--- config.mk ---
export PLATFORM = sky130hd
export DESIGN_NAME = hex_display_ctrl
export DESIGN_NICKNAME = d
export VERILOG_FILES = /design/src/rtl/hex_display_ctrl_pkg.sv /design/src/rtl/hex_display_ctrl_seg7.sv /design/src/rtl/hex_display_ctrl.sv
export SDC_FILE = /design/constraint.sdc
export NUM_CORES = 1
export LEC_CHECK = 0
export ABC_AREA = 0
export CORE_MARGIN = 3
export CORE_UTILIZATION = 47
export CTS_CLUSTER_SIZE = 30
export DETAILED_ROUTE_END_ITERATION = 10
export PLACE_DENSITY = 0.73
export SLEW_MARGIN = 10
export SYNTH_ARGS = -nofsm -noshare
export SYNTH_HDL_FRONTEND = slang
export SYNTH_SLANG_ARGS = --single-unit
--- constraint.sdc ---
create_clock -name clk -period 1.75 [get_ports clk]
set_input_delay 0.525 -clock clk [delete_from_list [all_inputs] [get_ports clk]]
set_output_delay 0.525 -clock clk [all_outputs]
set_load 0.1 [all_outputs]
--- src/rtl/hex_display_ctrl_pkg.sv ---
// ---------------------------------------------------------------------------
// hex_display_ctrl_pkg : shared types and constants for the display controller
// Revision: 1.0
// ---------------------------------------------------------------------------
`default_nettype none

package hex_display_ctrl_pkg;

  typedef enum logic [0:0] {
    READY = 1'b0,
    HOLD  = 1'b1
  } state_t;

  localparam logic REQ_A = 1'b0;
  localparam logic REQ_B = 1'b1;

  localparam logic [6:0] SEG_BLANK = 7'b1111111;

endpackage

`default_nettype wire

--- src/rtl/hex_display_ctrl_seg7.sv ---
// ---------------------------------------------------------------------------
// hex_display_ctrl_seg7 : hex nibble to active-low 7-segment pattern {g..a}
// Revision: 1.0
// ---------------------------------------------------------------------------
`default_nettype none

module hex_display_ctrl_seg7 (
  input  logic [3:0] nibble,
  output logic [6:0] seg
);

  // Lowercase glyphs for b, c and d keep them distinct from 8, 0/C and 0.
  always_comb begin
    case (nibble)
      4'h0:    seg = 7'b1000000;
      4'h1:    seg = 7'b1111001;
      4'h2:    seg = 7'b0100100;
      4'h3:    seg = 7'b0110000;
      4'h4:    seg = 7'b0011001;
      4'h5:    seg = 7'b0010010;
      4'h6:    seg = 7'b0000010;
      4'h7:    seg = 7'b1111000;
      4'h8:    seg = 7'b0000000;
      4'h9:    seg = 7'b0010000;
      4'hA:    seg = 7'b0001000;
      4'hB:    seg = 7'b0000011;
      4'hC:    seg = 7'b0100111;
      4'hD:    seg = 7'b0100001;
      4'hE:    seg = 7'b0000110;
      default: seg = 7'b0001110;
    endcase
  end

endmodule

`default_nettype wire

--- src/rtl/hex_display_ctrl.sv ---
// ---------------------------------------------------------------------------
// hex_display_ctrl : two-requester round-robin display owner with hold-off,
//                    leading-zero blanking, per-digit blink, registered segs
// Revision: 1.0
// ---------------------------------------------------------------------------
`default_nettype none

module hex_display_ctrl
  import hex_display_ctrl_pkg::*;
#(
  parameter int NUM_DIGITS  = 6,
  parameter int HOLD_CYCLES = 16,
  parameter int BLINK_DIV   = 25000000
) (
  input  logic                    clk,
  input  logic                    rst_n,
  input  logic                    a_valid,
  input  logic [4*NUM_DIGITS-1:0] a_data,
  output logic                    a_ready,
  input  logic                    b_valid,
  input  logic [4*NUM_DIGITS-1:0] b_data,
  output logic                    b_ready,
  input  logic                    lz_en,
  input  logic [NUM_DIGITS-1:0]   blink_mask,
  output logic                    owner,
  output logic [7*NUM_DIGITS-1:0] hex
);

  localparam int DW = 4 * NUM_DIGITS;
  localparam int HW = (HOLD_CYCLES > 1) ? $clog2(HOLD_CYCLES) : 1;
  localparam int BW = (BLINK_DIV > 1) ? $clog2(BLINK_DIV) : 1;

  state_t                       state;
  logic [DW-1:0]                value;
  logic                         last_grant;
  logic [HW-1:0]                hold_cnt;
  logic [BW-1:0]                blink_cnt;
  logic                         blink_phase;
  logic                         grant;
  logic                         accept;
  logic [NUM_DIGITS-1:0][6:0]   dec_seg;
  logic [7*NUM_DIGITS-1:0]      next_hex;
  logic                         zero_above;

  always_comb begin
    if (a_valid && b_valid) grant = ~last_grant;
    else if (b_valid)       grant = REQ_B;
    else                    grant = REQ_A;
  end

  // Readies are gated by rst_n so they drop immediately when reset asserts.
  assign a_ready = rst_n && (state == READY) && a_valid && (grant == REQ_A);
  assign b_ready = rst_n && (state == READY) && b_valid && (grant == REQ_B);
  assign accept  = a_ready || b_ready;

  always_ff @(posedge clk or negedge rst_n) begin
    if (!rst_n) begin
      state      <= READY;
      value      <= '0;
      owner      <= REQ_A;
      last_grant <= REQ_B;
      hold_cnt   <= '0;
    end else begin
      case (state)
        READY: begin
          if (accept) begin
            value      <= (grant == REQ_B) ? b_data : a_data;
            owner      <= grant;
            last_grant <= grant;
            hold_cnt   <= HW'(HOLD_CYCLES - 1);
            state      <= HOLD;
          end
        end
        HOLD: begin
          if (hold_cnt == '0) state <= READY;
          else                hold_cnt <= hold_cnt - 1'b1;
        end
        default: state <= READY;
      endcase
    end
  end

  always_ff @(posedge clk or negedge rst_n) begin
    if (!rst_n) begin
      blink_cnt   <= '0;
      blink_phase <= 1'b0;
    end else if (blink_cnt == BW'(BLINK_DIV - 1)) begin
      blink_cnt   <= '0;
      blink_phase <= ~blink_phase;
    end else begin
      blink_cnt   <= blink_cnt + 1'b1;
    end
  end

  for (genvar i = 0; i < NUM_DIGITS; i++) begin : g_dec
    hex_display_ctrl_seg7 u_seg7 (
      .nibble (value[4*i +: 4]),
      .seg    (dec_seg[i])
    );
  end

  // Scan from the top digit down; digit 0 is exempt so a zero value shows "0".
  always_comb begin
    zero_above = 1'b1;
    next_hex   = '1;
    for (int i = NUM_DIGITS - 1; i >= 0; i--) begin
      zero_above = zero_above && (value[4*i +: 4] == 4'h0);
      if ((lz_en && zero_above && (i != 0)) || (blink_mask[i] && blink_phase))
        next_hex[7*i +: 7] = SEG_BLANK;
      else
        next_hex[7*i +: 7] = dec_seg[i];
    end
  end

  always_ff @(posedge clk or negedge rst_n) begin
    if (!rst_n) hex <= '1;
    else        hex <= next_hex;
  end

endmodule

`default_nettype wire

Word level (Yosys, flattened, before mapping). Memory sizes are Yosys's and may differ from the RTL's. Index checks and enable logic that the tools add are counted.

Register bits: 99. Memory bits (read-only): 672. Input port bits: 59. Logic and storage cells: 74. Memories kept: 6.

Add/subtract/negate cells: 2. Eq/ne operators: 3. Multiplexer cells: 16. Bitwise gates (word level): 4. Reductions and logical operators: 35.

Memory list: (name not given) (words 16, bits a word 7, read ports 1, clocked after memory_dff 0, wr ports 0, line hex_display_ctrl_seg7.sv:14) `case (nibble)`; (name not given) (words 16, bits a word 7, read ports 1, clocked after memory_dff 0, wr ports 0, line hex_display_ctrl_seg7.sv:14); (name not given) (words 16, bits a word 7, read ports 1, clocked after memory_dff 0, wr ports 0, line hex_display_ctrl_seg7.sv:14); (name not given) (words 16, bits a word 7, read ports 1, clocked after memory_dff 0, wr ports 0, line hex_display_ctrl_seg7.sv:14); (name not given) (words 16, bits a word 7, read ports 1, clocked after memory_dff 0, wr ports 0, line hex_display_ctrl_seg7.sv:14); (name not given) (words 16, bits a word 7, read ports 1, clocked after memory_dff 0, wr ports 0, line hex_display_ctrl_seg7.sv:14).

Operators with widths (number): two-way mux 7 bit (6); adder 25 x 1 -> 25 bit, second input constant (1); equality test 25 bit, second input constant (1); two-way mux 25 bit (1); zero test 4 bit (6); two-way mux 24 bit (1); logical AND 1 bit (21); two-way mux 4 bit (2); case mux 4 bit (2 select lines) (1); logical OR 1 bit (6); two-way mux 1 bit (4); != test 2 bit, second input constant (2); inverter 1 bit (4); AND reduction 2 bit (2); subtractor 4 x 1 -> 4 bit, second input constant (1); case mux 1 bit (2 select lines) (1).

Logic depth before layout (Yosys ltp).
Depth after elaboration: 8. Depth in mapped cells: 7. Gate-level depth less buffers: 6.

Cells and area by module. A second synthesis with hierarchy kept.

Cells, all modules: 532. Area, all modules: 5540.3 sq um.

Modules (own cells, without submodules): hex_display_ctrl (times used 1, cells an instance 358, area each 4144.0 sq um, sequential area each 2531.2 sq um); hex_display_ctrl_seg7 (times used 6, cells an instance 29, area each 232.7 sq um, sequential area each 0.0 sq um).

Worst setup path after synthesis. OpenSTA, ideal clock, no wires.

Kind: in2out. Start: input b_valid. End: output a_ready. Arrival time: 2.295 ns. Data required time: 1.225 ns. Slack: -1.070 ns. Stages on the path: 4. Buffers on the path: 2. Path through: a21boi_0 > buf_2 > buf_2 > nor2_1.

Longest elaborated chain between the ends: 4.

Ends and longest elaborated chain: start, declared (line hex_display_ctrl.sv:20) `input logic b_valid,`; two-way mux 1 bit or logical AND 1 bit (tied branches) (line hex_display_ctrl.sv:47, hex_display_ctrl.sv:46); two-way mux 1 bit (*) (line hex_display_ctrl.sv:46) `if (a_valid && b_valid) grant = ~last_grant;`; inverter 1 bit (*) (line hex_display_ctrl.sv:52) `assign a_ready = rst_n && (state == READY) && a_valid && (grant == REQ_A);`; logical AND 1 bit (*) (line hex_display_ctrl.sv:52); end, declared (line hex_display_ctrl.sv:19) `output logic a_ready,`.

Every way passes the cells marked *; elsewhere a longest branch is shown, timed or not.

Worst setup path after layout.
Start: register last_grant. End: output a_ready.

Longest elaborated chain between the ends: 4.

Ends and longest elaborated chain: start, declared (line hex_display_ctrl.sv:35) `logic last_grant;`; start signal, assigned (line hex_display_ctrl.sv:69) `last_grant <= grant;`; inverter 1 bit (line hex_display_ctrl.sv:46); two-way mux 1 bit (line hex_display_ctrl.sv:46); inverter 1 bit (line hex_display_ctrl.sv:52); logical AND 1 bit (line hex_display_ctrl.sv:52).

Every way passes these cells.

==> tab_implementation.tex <==
\begin{tabular}{lr}
\hline
Metric & Value \\
\hline
\multicolumn{2}{l}{\textbf{Power}} \\
\quad VDD IR max & 0.00154 V \\
\quad Leakage Power & 3.48 nW \\
\quad Post-route total power & 0.0155 W \\
\quad Power per unit of standard cell area & 1950 nW/µm² \\
\multicolumn{2}{l}{\textbf{Place}} \\
\quad Post-DP HPWL & 10500 µm \\
\quad Cell area after placement & 7510 µm² \\
\quad Final weighted congestion of routability-driven global placement & 0.851 \\
\quad Port Buf Inserts & 103 \\
\multicolumn{2}{l}{\textbf{Timing}} \\
\quad Total of endpoints with negative setup slack in the final report & 2 \\
\quad Final worst path period need & 1.92 ns \\
\quad Portion of the clock cycle consumed by the worst path in the final layout & 1.10 \\
\quad Count of pins over their slew limit & 0 \\
\quad Worst slack on hold paths & 0.233 ns \\
\quad Setup slack after layout & -0.167 ns \\
\quad Setup Skew & 0.00755 ns \\
\quad Measured slew at the worst slew-check pin & 0.479 ns \\
\quad Setup repair after global routing missed its margin & yes \\
\quad Final number of hold-violating endpoints & 0 \\
\quad Fmax & 522 MHz \\
\quad Rel. slew slack & 0.681 \\
\multicolumn{2}{l}{\textbf{Worst setup path}} \\
\quad Type of element launching the critical path & flop \\
\quad Kind of critical path & flop to output pin \\
\quad Required time at the worst-slack endpoint & 1.22 ns \\
\quad Critical Path AT & 1.39 ns \\
\quad Crit. End Element & output pin \\
\quad Largest fanout on the critical path & 2 \\
\multicolumn{2}{l}{\textbf{Logic synthesis}} \\
\quad Complex-gate fraction of the synthesized area & 0.147 \\
\quad Adder-cell area share of the yosys netlist & 0.0795 \\
\quad Share of synthesized registers carrying an async set or reset & 1.00 \\
\quad Synth Area in XOR/XNOR & 0.0327 \\
\quad Netlist Area Pre-Place & 5350 µm² \\
\quad Largest cells by area after synthesis & sky130\_fd\_sc\_hd\_\_dfrtp\_1 26\%, sky130\_fd\_sc\_hd\_\_dfstp\_2 21\%, sky130\_fd\_sc\_hd\_\_ha\_1 7.9\% \\
\quad Synth warn & 0 \\
\quad Area share of and/or/nand/nor cells after synthesis & 0.172 \\
\quad Dominant combinational cell family by area after synthesis & simple AND/OR/NAND/NOR gates \\
\quad Most numerous cell types in the synthesized netlist & 75 x sky130\_fd\_sc\_hd\_\_nand2\_1, 56 x sky130\_fd\_sc\_hd\_\_dfrtp\_1, 53 x sky130\_fd\_sc\_hd\_\_o21ai\_0, 43 x sky130\_fd\_sc\_hd\_\_dfstp\_2, 34 x sky130\_fd\_sc\_hd\_\_ha\_1 \\
\quad Most numerous cell in the Yosys netlist & sky130\_fd\_sc\_hd\_\_nand2\_1 \\
\quad Synthesized area per cell & 9.98 µm² \\
\quad Dominant register cell in the synthesized netlist & sky130\_fd\_sc\_hd\_\_dfrtp\_1 \\
\quad Number of distinct library cell variants in the gate-level netlist after synthesis & 54 \\
\quad Fraction of the yosys area taken by sequential cells & 0.473 \\
\quad Flop and latch count out of synthesis & 99 \\
\quad Library cell with the largest summed area after synthesis & sky130\_fd\_sc\_hd\_\_dfrtp\_1 \\
\quad Top-area cell type share of the netlist area & 0.262 \\
\quad Multiplexer share of the synthesized area & 0.0610 \\
\quad Number of nets in the synthesized netlist & 629 \\
\quad Gate count after technology mapping & 536 \\
\quad EDFF count, synth & 0 \\
\multicolumn{2}{l}{\textbf{Global routing}} \\
\quad Via count of the first global-routing pass & 4807 \\
\quad Largest net degree at the start of global routing & 38 \\
\quad GRT Residual Overflow & 0 \\
\quad Antenna violations before repair & 0 \\
\quad Global-route wire length before repair & 22700 µm \\
\quad Global-route total usage across every layer & 0.221 \\
\multicolumn{2}{l}{\textbf{Route}} \\
\quad Total length of routed wires & 13800 µm \\
\quad Met1 WL & 5530 µm \\
\quad Amount of wire on met2 after detailed routing & 7380 µm \\
\quad DRC & 0 \\
\quad WL met3 & 751 µm \\
\quad Number of DRC markers in iteration 0 & 157 \\
\quad Via-to-Cell Ratio & 5.41 \\
\quad Routed length per placed instance & 16.4 µm \\
\quad Number of search-and-repair iterations in the first detailed-routing pass & 4 \\
\quad Post-route antenna net violation count & 0 \\
\quad Number of vias in the routed layout & 4564 \\
\quad Top metal layer carrying routed signals & met4 \\
\multicolumn{2}{l}{\textbf{Min path}} \\
\quad Worst hold-check path type & primary input to asynchronous set/reset pin \\
\multicolumn{2}{l}{\textbf{Clock tree}} \\
\quad Number of buffers added by the clock tree synthesis step & 9 \\
\quad Cts hold-fix bufs & 0 \\
\quad Worst-skew pair later-pin latency & 0.35 ns \\
\quad Number of levels in the clock H-tree & 3 \\
\quad CTS tree & built \\
\quad Cell at the root of the clock tree & sky130\_fd\_sc\_hd\_\_clkbuf\_16 \\
\quad Clock transition at the registers of the reported paths & 0.07 ns \\
\quad Maximum number of buffers from clock root to sink & 2 \\
\quad Number of sinks driven by the clock tree & 99 \\
\multicolumn{2}{l}{\textbf{Layout}} \\
\quad Antenna cell count & 0 \\
\quad Fraction of layout cells with a size suffix above 1 & 0.304 \\
\quad Final core utilization & 0.723 \\
\quad Count of nets after finishing & 791 \\
\quad Final Cell Area & 7940 µm² \\
\quad Fillers & 746 \\
\quad Layout area overhead & 48.4\% \\
\multicolumn{2}{l}{\textbf{Run}} \\
\quad Number of max-capacitance violations reported & 0 \\
\multicolumn{2}{l}{\textbf{Floorplan}} \\
\quad Num rows & 38 \\
\quad Chip width & 113 µm \\
\quad Total core area & 11000 µm² \\
\quad Initial Util & 0.487 \\
\quad IO Count & 104 \\
\quad Overall die area & 12700 µm² \\
\quad Chip height & 113 µm \\
\multicolumn{2}{l}{\textbf{Status}} \\
\quad Failing checks & setup timing \\
\quad Status & finished with violations \\
\hline
\end{tabular}
logic make-up after synthesis:
family,Yosys count
DFF,99
xor gates and xnor gates,20
buffers and inverters,47
AOI/OAI and AO/OA,125
and+or+nand+nor,180
muxes,31
adders and majority gates,34
routing by layer:
metal  vias up  global-route usage
met2       107               0.401
met4         0              0.0521
met1      2228               0.250
met3        10              0.0743
met5         -                   0
li1       2219                   -
area by class of cell:
cell class                      instances  area [µm²]  area share
Timing Repair Buffer                  175        2080       0.261
Clock inverter                          7        76.3     0.00961
Multi-Input combinational cell        390        2770       0.349
Sequential cell                        99        2530       0.319
Clock buffer                            9         225      0.0284
Tap cell                              140         175      0.0221
Inverter                               23        86.3      0.0109
per-stage QoR:
step | instances | setup slack [ns] | setup TNS (ns)
2_1_floorplan | 536 | -0.188 | -0.255
4_1_cts | 841 | -0.162 | -0.262
3_3_place_gp | 823 | -0.453 | -15.15
5_1_grt | 843 | -0.204 | -0.415
6_report | 843 | -0.167 | -0.253
3_5_place_dp | 823 | -0.513 | -16.90
cell usage in the layout, fill, tap and decap left out, types with 3 or more instances in the layout:
cell and instances:
sky130_fd_sc_hd__nor2b_1 4, sky130_fd_sc_hd__buf_4 68, sky130_fd_sc_hd__nor2_1 28, sky130_fd_sc_hd__nand2b_1 7, sky130_fd_sc_hd__o211ai_1 27, sky130_fd_sc_hd__o221ai_1 4, sky130_fd_sc_hd__buf_12 50, sky130_fd_sc_hd__mux2i_1 27
sky130_fd_sc_hd__xor2_1 12, sky130_fd_sc_hd__o311ai_0 4, sky130_fd_sc_hd__dfstp_2 43, sky130_fd_sc_hd__nand4_1 8, sky130_fd_sc_hd__xnor2_1 8, sky130_fd_sc_hd__inv_1 23, sky130_fd_sc_hd__clkbuf_16 9, sky130_fd_sc_hd__or3_1 6
sky130_fd_sc_hd__o311ai_1 3, sky130_fd_sc_hd__dfrtp_1 54, sky130_fd_sc_hd__nor3_1 5, sky130_fd_sc_hd__a21oi_1 13, sky130_fd_sc_hd__mux2_2 3, sky130_fd_sc_hd__nor4_1 4, sky130_fd_sc_hd__nand2_1 74, sky130_fd_sc_hd__clkdlybuf4s50_1 55
sky130_fd_sc_hd__or2_2 3, sky130_fd_sc_hd__nand3_1 11, sky130_fd_sc_hd__o21ai_0 52, sky130_fd_sc_hd__and3_1 4, sky130_fd_sc_hd__ha_1 33, sky130_fd_sc_hd__o21a_1 5
worst paths after layout:
check	startpoint	end	slack (ns)	depth (start not counted)
min	rst_n	blink_cnt[15]	0.23	2
max in group asynchronous	rst_n	hex[36]	0.67	3
min reg2reg	hold_cnt[3]	hold_cnt[3]	0.54	2
min in group clk	hold_cnt[3]	hold_cnt[3]	0.54	2
max	last_grant	a_ready	-0.17	4
max reg2reg	blink_cnt[0]	blink_cnt[21]	0.03	5
sequential cells by signal, summed over array words and instances, names as in the netlist:
name,flops
owner,1
value,24
last_grant,1
hex,42
blink_phase,1
hold_cnt,4
state,1
blink_cnt,25
where the power goes:
group	switching [W]	internal (W)
clock network	0.000899	0.00112
registers	0.000698	0.00343
logic	0.00570	0.00363
total	0.00730	0.00817
critical path, cell delays in order, from the launching register on:
cell and delay [ns]:
sky130_fd_sc_hd__dfstp_2 0.57, sky130_fd_sc_hd__a21boi_4 0.08, sky130_fd_sc_hd__buf_12 0.13, sky130_fd_sc_hd__nor2_4 0.09
sky130_fd_sc_hd__buf_12 0.18
repair_timing:
item                       CTS  global route
pin swaps                    1             5
buffers inserted             2             2
gates cloned                 0             0
setup endpoints to repair   16            28
resized for setup           13            14
No activity file was read; power rests on OpenSTA's default activity.
